$ cat src/rtl/mips_ctrl_pkg.sv
// mips_ctrl_pkg: shared state, opcode, ALUOp and mux-select encodings for the multi-cycle MIPS control path
package mips_ctrl_pkg;
  typedef enum logic [3:0] {
    FETCH    = 4'd0,
    DECODE   = 4'd1,
    MEMADDR  = 4'd2,
    MEMREAD  = 4'd3,
    MEMWB    = 4'd4,
    MEMWRITE = 4'd5,
    EXEC     = 4'd6,
    RWB      = 4'd7,
    BRANCH   = 4'd8,
    JUMP     = 4'd9,
    IEXEC    = 4'd10,
    IWB      = 4'd11,
    START    = 4'hF
  } state_t;
  localparam logic [5:0] OP_RTYPE = 6'b000000;
  localparam logic [5:0] OP_LW    = 6'b100011;
  localparam logic [5:0] OP_SW    = 6'b101011;
  localparam logic [5:0] OP_BEQ   = 6'b000100;
  localparam logic [5:0] OP_J     = 6'b000010;
  localparam logic [5:0] OP_ADDI  = 6'b001000;
  localparam logic [1:0] ALUOP_ADD   = 2'b00;
  localparam logic [1:0] ALUOP_SUB   = 2'b01;
  localparam logic [1:0] ALUOP_FUNCT = 2'b10;
  localparam logic [1:0] ALUOP_IMM   = 2'b11;
  localparam logic [1:0] SRCB_REGB  = 2'b00;
  localparam logic [1:0] SRCB_FOUR  = 2'b01;
  localparam logic [1:0] SRCB_IMM   = 2'b10;
  localparam logic [1:0] SRCB_IMMSH = 2'b11;
  localparam logic [1:0] PCSRC_ALU    = 2'b00;
  localparam logic [1:0] PCSRC_ALUOUT = 2'b01;
  localparam logic [1:0] PCSRC_JUMP   = 2'b10;
  function automatic logic is_mem_state(state_t s);
    return s inside {FETCH, MEMREAD, MEMWRITE};
  endfunction
endpackage

$ cat src/rtl/multicycle_control.sv
// multicycle_control: main control FSM of the multi-cycle MIPS datapath with a bounded memory-wait timeout
module multicycle_control
  import mips_ctrl_pkg::*;
#(
  parameter int MEM_TIMEOUT = 16
) (
  input  logic       clk,
  input  logic       rstN,
  input  logic [5:0] opcode,
  input  logic       memReady,
  output logic       pcWrite,
  output logic       pcWriteCond,
  output logic       iorD,
  output logic       memRead,
  output logic       memWrite,
  output logic       irWrite,
  output logic       memToReg,
  output logic       regDst,
  output logic       regWrite,
  output logic       aluSrcA,
  output logic [1:0] aluSrcB,
  output logic [1:0] aluInstruct,
  output logic [1:0] pcSource,
  output logic       illegalOp,
  output logic       memFault,
  output logic [3:0] state
);
  state_t cur;
  logic [7:0] wait_cnt;
  logic waiting, timeout, legal;
  assign waiting = is_mem_state(cur) && !memReady;
  assign timeout = waiting && (MEM_TIMEOUT != 0) && (wait_cnt == 8'(MEM_TIMEOUT - 1));
  assign legal = opcode inside {OP_RTYPE, OP_LW, OP_SW, OP_BEQ, OP_J, OP_ADDI};
  assign state = cur;
  // Any exit from a wait, including a timeout retry of FETCH, restarts the count.
  always_ff @(posedge clk or negedge rstN)
    if (!rstN) begin
      cur <= START;
      wait_cnt <= '0;
    end else begin
      wait_cnt <= (waiting && !timeout) ? wait_cnt + 8'd1 : '0;
      case (cur)
        START:    cur <= FETCH;
        FETCH:    cur <= memReady ? DECODE : FETCH;
        DECODE:
          case (opcode)
            OP_LW, OP_SW: cur <= MEMADDR;
            OP_RTYPE:     cur <= EXEC;
            OP_BEQ:       cur <= BRANCH;
            OP_J:         cur <= JUMP;
            OP_ADDI:      cur <= IEXEC;
            default:      cur <= FETCH;
          endcase
        MEMADDR:  cur <= (opcode == OP_SW) ? MEMWRITE : MEMREAD;
        MEMREAD:  cur <= memReady ? MEMWB : timeout ? FETCH : MEMREAD;
        MEMWRITE: cur <= (memReady || timeout) ? FETCH : MEMWRITE;
        EXEC:     cur <= RWB;
        IEXEC:    cur <= IWB;
        default:  cur <= FETCH;
      endcase
    end
  always_comb begin
    pcWrite = 1'b0;
    pcWriteCond = 1'b0;
    iorD = 1'b0;
    memRead = 1'b0;
    memWrite = 1'b0;
    irWrite = 1'b0;
    memToReg = 1'b0;
    regDst = 1'b0;
    regWrite = 1'b0;
    aluSrcA = 1'b0;
    aluSrcB = SRCB_REGB;
    aluInstruct = ALUOP_ADD;
    pcSource = PCSRC_ALU;
    illegalOp = (cur == DECODE) && !legal;
    memFault = timeout;
    case (cur)
      FETCH: begin
        memRead = 1'b1;
        aluSrcB = SRCB_FOUR;
        irWrite = memReady;
        pcWrite = memReady;
      end
      DECODE:   aluSrcB = SRCB_IMMSH;
      MEMADDR: begin
        aluSrcA = 1'b1;
        aluSrcB = SRCB_IMM;
      end
      MEMREAD: begin
        memRead = 1'b1;
        iorD = 1'b1;
      end
      MEMWB: begin
        regWrite = 1'b1;
        memToReg = 1'b1;
      end
      MEMWRITE: begin
        memWrite = 1'b1;
        iorD = 1'b1;
      end
      EXEC: begin
        aluSrcA = 1'b1;
        aluInstruct = ALUOP_FUNCT;
      end
      RWB: begin
        regWrite = 1'b1;
        regDst = 1'b1;
      end
      BRANCH: begin
        aluSrcA = 1'b1;
        aluInstruct = ALUOP_SUB;
        pcWriteCond = 1'b1;
        pcSource = PCSRC_ALUOUT;
      end
      JUMP: begin
        pcWrite = 1'b1;
        pcSource = PCSRC_JUMP;
      end
      IEXEC: begin
        aluSrcA = 1'b1;
        aluSrcB = SRCB_IMM;
        aluInstruct = ALUOP_IMM;
      end
      IWB:      regWrite = 1'b1;
      default: ;
    endcase
  end
endmodule

$ cat config.mk
export PLATFORM = sky130hd
export DESIGN_NAME = multicycle_control
export DESIGN_NICKNAME = d
export VERILOG_FILES = /design/src/rtl/mips_ctrl_pkg.sv /design/src/rtl/multicycle_control.sv
export SDC_FILE = /design/constraint.sdc
export NUM_CORES = 1
export LEC_CHECK = 0
export BUFFER_PORTS_ARGS = -buffer_cell sky130_fd_sc_hd__buf_2
export CORE_UTILIZATION = 43
export DETAILED_ROUTE_END_ITERATION = 10
export GPL_ROUTABILITY_DRIVEN = 1
export MAX_ROUTING_LAYER = met4
export PLACE_DENSITY = 0.79
export SLEW_MARGIN = 20
export SYNTH_ARGS = -nofsm -noshare
export SYNTH_HDL_FRONTEND = slang
export SYNTH_SLANG_ARGS = --single-unit
$ cat constraint.sdc
create_clock -name clk -period 1.86 [get_ports clk]
set_clock_uncertainty 0.15 [all_clocks]
set_input_delay 0.558 -clock clk [delete_from_list [all_inputs] [get_ports clk]]
set_output_delay 0.558 -clock clk [all_outputs]
set_load 0.02 [all_outputs]
==> results.txt, run 1 <==
outcome -> complete, but fails checks
failing checks -> negative setup slack
met1 Usage GRT -> 0.344
via count -> 1,251
clock share of power -> 0.087
largest net degree at the start of global routing -> 13
WHS -> 373 ps
Initial Util -> 0.480
CTS Buf Count -> 3
Mapped Cells -> 111
Unique masters post-synth -> 35
full die area -> 2220 sq um
met3 usage -> 0.0692
synth-to-layout area growth -> 93.7%
post-route minimum period -> 2460 ps
total grt overflow -> 0
Yosys top cell by area -> dfrtp_1
count leader, synth -> nor2_1
switch share -> 0.465
Comb pwr share -> 0.756
Top Usage Layer GRT -> met2
GP Congestion -> 0.830
share of power burned in registers -> 0.157
Die Ht -> 47.1 um
remaining antenna violation count -> 0
DIE WIDTH -> 47.1 um
Crit. End Element -> primary output
dpl hpwl -> 1910 um
Slowest-stage cell, CP -> nor4_1
Core ar. -> 1820 sq um
Row Count -> 15
Commonest cells post-synth -> 19 x nor2_1, 8 x dfrtp_1, 7 x nor3_1, 6 x nand2_1
drt total wl -> 4400 um
leakage -> 0.770 nW
Post-synth ARST share -> 1.00
Port Buffers -> 30
Core Util, Final -> 0.931
share of the clock period used by the worst path -> 1.32
layout cells sized above 1 -> 0.601
Net Switching -> 1.23 mW
initial antenna violation count -> 0
DRT Pass-1 Iters -> 4
number of global-route vias before repair -> 950
CP Cell Sequence -> nor4_1 > nand2b_1 > nor2_4 > buf_6
top_reg_cell synth -> dfrtp_1
GRT met2 Usage -> 0.481
Final Slew Violations -> 0
nets -> 189
Synth top area share -> 0.229
later-pin clock latency in the skew report -> 300 ps
clock tree sinks -> 12
H-tree depth -> 1
delay of the slowest cell on the worst path -> 540 ps
P_int -> 1.42 mW
WL per Instance -> 21.7 um
Fin. Hold Viols -> 0
clock root buffer -> clkbuf_4
Clock Path Buffers -> 2
critical path peak fanout -> 2
critical path required time -> 1150 ps
Syn Std Cell Area -> 875 sq um
CTS tree -> done
number of max-cap violations -> 0
Final Setup Violations -> 30
synthesized area per cell -> 7.88 sq um
unrepaired setup endpoints after global routing -> yes
crit start category -> register
DP Worst Slack -> -227 ps
WP data arrival -> 1750 ps
# IOs -> 31
dominant cells by area after synthesis -> dfrtp_1 23%, dfstp_2 12%, nor2_1 8.2%
Synth Register Bits -> 12
Peak VDD IR -> 1.10 mV
WS Path Type -> register to primary output
Hold Crit Class -> register to register
Reg clk slew, reported paths -> 90 ps
DRC errors left -> 0
Via density -> 6.16
headroom to the max-slew limit -> 0.619
fmax -> 406 MHz
first-pass GRT wire length -> 4280 um
Yosys Warn Count -> 0
setup ws final -> -603 ps
Pwr Density -> 1560 nW/um^2
worst slew pin tran -> 566 ps
post-synthesis sequential area ratio -> 0.349
Post-synth EDFFs -> 0
starting DRC count in detailed routing -> 93
Total GRT Usage -> 0.292
syn_nets -> 121
Diodes inserted -> 0
[flip-flops by register name (all words and copies together), names as in the netlist]
register / count
state: 4
wait_cnt: 8
[worst max-delay path: cells and delay by family, from the launching register on]
| kind | cells | cell delay (ps) |
|---|---|---|
| buffers and inverters | 1 | 120 |
| DFF | 1 | 420 |
| and+or+nand+nor | 3 | 910 |
[per-stage QoR]
stage / area (sq um) / setup TNS (ps) / power, mW / instances
after global placement: 1360 / -1020 / 1.65 / 189
after CTS: 1510 / -7100 / 2.12 / 197
after detailed placement: 1360 / -1310 / 1.69 / 189
final: 1690 / -9330 / 2.65 / 203
after floorplan: 1020 / -1500 / 1.26 / 111
after global routing: 1690 / -10090 / 2.73 / 203
[metal layers]
layer  wire length (um)  share of wire
met5                  0              0
met4                273          0.062
met3                475           0.11
met2               2060           0.47
met1               1590           0.36
[placed cells by master, fill, tap and decap left out, types with 4 or more instances in the layout]
cell,count
buf_4,28
buf_6,21
buf_2,16
nor2_1,12
dfrtp_1,8
nor2_4,6
nand3_1,5
nand2_1,4
o21ai_0,4
xor2_1,4
xnor2_1,4
dfstp_2,4
[kinds of logic (layout without fill, tap and decap cells)]
| logic type | count (synthesis) | in the layout | synth area share |
|---|---|---|---|
| xor+xnor | 9 | 9 | 0.0901 |
| fa+ha+maj | 1 | 1 | 0.0143 |
| buf+inv | 10 | 77 | 0.0486 |
| flops | 12 | 12 | 0.349 |
| simple gates | 60 | 60 | 0.351 |
| compound gates | 19 | 19 | 0.147 |
[final timing paths]
kind	from	endpoint	slack, ps	cells after the start
worst max register to register	state[2]	wait_cnt[7]	-220	5
worst min register to register	wait_cnt[0]	wait_cnt[0]	370	1
max in group asynchronous	rstN	state[0]	780	2
worst max-delay path	wait_cnt[4]	memFault	-600	4
worst min-delay path	wait_cnt[0]	wait_cnt[0]	370	1
min in group asynchronous	rstN	wait_cnt[4]	500	2
[final cells by class]
type	count	area (sq um)
clock buffer	4	36.3
tap	25	31.3
multi-input combinational	89	708
sequential	12	305
inverter	3	11.3
fill	59	126
timing repair buffer	70	602
[power by group through the flow]
| stage | Sequential, mW | Combinational (mW) | Clock, mW |
|---|---|---|---|
| 3_3_place_gp | 0.376 | 1.28 | 0 |
| 5_1_grt | 0.418 | 2.07 | 0.233 |
| 2_1_floorplan | 0.418 | 0.840 | 0 |
| 3_5_place_dp | 0.380 | 1.31 | 0 |
| 6_report | 0.416 | 2.00 | 0.231 |
| 4_1_cts | 0.387 | 1.52 | 0.216 |
[repair_timing]
action                                 in CTS  in global routing
pin swaps                                   2                  7
setup endpoints to repair                  22                 29
hold buffers                                1                  0
endpoints found under the hold margin       4                  0
buffers inserted                            3                  8
gates resized for setup                    20                 37
No activity file was read; power rests on OpenSTA's default activity.
==> run 2, diff against run 1 <==
CORE_UTILIZATION = 52   (was 43)
PLACE_DENSITY = 0.89   (was 0.79)
clock period = 2.88 ns   (was 1.86 ns; I/O delays follow)
==> results.txt, run 2 (same netlist as run 1, synthesis figures left out) <==
DRT Pass-1 Iters -> 4
max reg flops -> 8
WP data arrival -> 1800 ps
CP Cell Sequence -> buf_4 > nand2b_1 > nor2_1 > or2_2 > buf_2
crit path launch -> state[1]
largest net degree at the start of global routing -> 17
Final Slew Violations -> 0
layout cells sized above 1 -> 0.340
Total GRT Usage -> 0.282
Pwr Density -> 940 nW/um^2
Slowest-stage cell, CP -> dfstp_2
Row Count -> 14
clock root buffer -> clkbuf_4
CTS tree -> done
unrepaired setup endpoints after global routing -> no
Initial Util -> 0.567
number of global-route vias before repair -> 897
Crit. End Element -> primary output
first-pass GRT wire length -> 3790 um
total grt overflow -> 0
critical path peak fanout -> 8
commonest non-fill, non-tap cell in the layout -> buf_2
Setup TNS -> 0 ps
# IOs -> 31
placed cell areas -> 1010 sq um
starting DRC count in detailed routing -> 28
Cells after DPL -> 150
nets -> 152
commonest non-fill, non-tap cells in the layout -> 30 x buf_2, 19 x nor2_1, 8 x dfrtp_1
Die Ht -> 43.0 um
outcome -> finished, final reports clean
post-route minimum period -> 2810 ps
Via density -> 6.11
R2R Path Start -> state[0]
later-pin clock latency in the skew report -> 280 ps
worst slew pin tran -> 303 ps
Port Buffers -> 30
DIE WIDTH -> 43.0 um
fmax -> 356 MHz
full die area -> 1850 sq um
GP Congestion -> 0.840
final instance area -> 1090 sq um
Hold Crit Class -> input port to asynchronous set/reset pin
dpl hpwl -> 1610 um
Diodes inserted -> 0
Peak VDD IR -> 0.612 mV
clock tree sinks -> 12
Clock Path Buffers -> 2
share of the clock period used by the worst path -> 0.976
H-tree depth -> 1
synth-to-layout area growth -> 24.6%
DRC errors left -> 0
drt total wl -> 2280 um
leakage -> 0.527 nW
WL per Instance -> 14.5 um
CTS Buf Count -> 3
critical path required time -> 1870 ps
Top reg by flops -> wait_cnt
delay of the slowest cell on the worst path -> 560 ps
Final Setup Violations -> 0
headroom to the max-slew limit -> 0.795
hold buffers post-CTS -> 0
WS Path Type -> register to primary output
initial antenna violation count -> 0
via count -> 959
remaining antenna violation count -> 0
Core ar. -> 1540 sq um
Fin. Hold Viols -> 0
Reg clk slew, reported paths -> 80 ps
number of max-cap violations -> 0
Non-Filler Instances -> 157
crit start category -> register
-- run 2: per-layer routing --
metal / global-route usage / part of all wire / up-vias
met5: - / 0 / -
met4: 0.127 / 0.024 / 0
met3: 0.0511 / 0.068 / 6
met2: 0.448 / 0.50 / 46
met1: 0.350 / 0.41 / 459
li1: - / - / 448
-- run 2: repair_timing --
action / CTS / global route
resized for setup: 0 / 3
setup buffers: 3 / 0
pin swaps: 0 / 0
setup endpoints to repair: 1 / 1
-- run 2: metrics by stage --
step	hold WS (ps)	setup slack [ps]	utilization	power [mW]
floorplan	274	75.5	-	0.670
global placement	288	237	0.657	0.801
detailed placement	312	186	0.657	0.824
CTS	299	49.0	0.696	0.993
global route	304	6.22	0.707	1.09
finish	286	68.6	0.707	1.02
-- run 2: worst paths after layout --
check / end / slack [ps] / cells after the start
setup / recovery: pcWrite / 70 / 5
hold / removal: wait_cnt[7] / 290 / 1
setup reg to reg: wait_cnt[5] / 1020 / 3
hold reg to reg: wait_cnt[0] / 320 / 1
max in group asynchronous: state[2] / 2020 / 1
min in group clk: wait_cnt[0] / 320 / 1
-- run 2: power breakdown --
group          switching [mW]  internal, mW  total [mW]
logic                   0.385         0.231       0.616
registers              0.0528         0.215       0.267
clock network          0.0634        0.0771       0.141
-- run 2: area by class of cell --
type                            instances  area (sq um)
Clock buffer                            4          36.3
Fill cell                             130           452
Inverter                                3          11.3
Multi-Input combinational cell         89           544
Sequential cell                        12           305
Tap cell                               16          20.0
Timing Repair Buffer                   33           173
-- run 2: worst max-delay path: cells and delay by family (launching register included) --
kind / cells / cell delay (ps)
buffers and inverters: 2 / 320
flip-flops: 1 / 560
AND/OR/NAND/NOR: 3 / 620
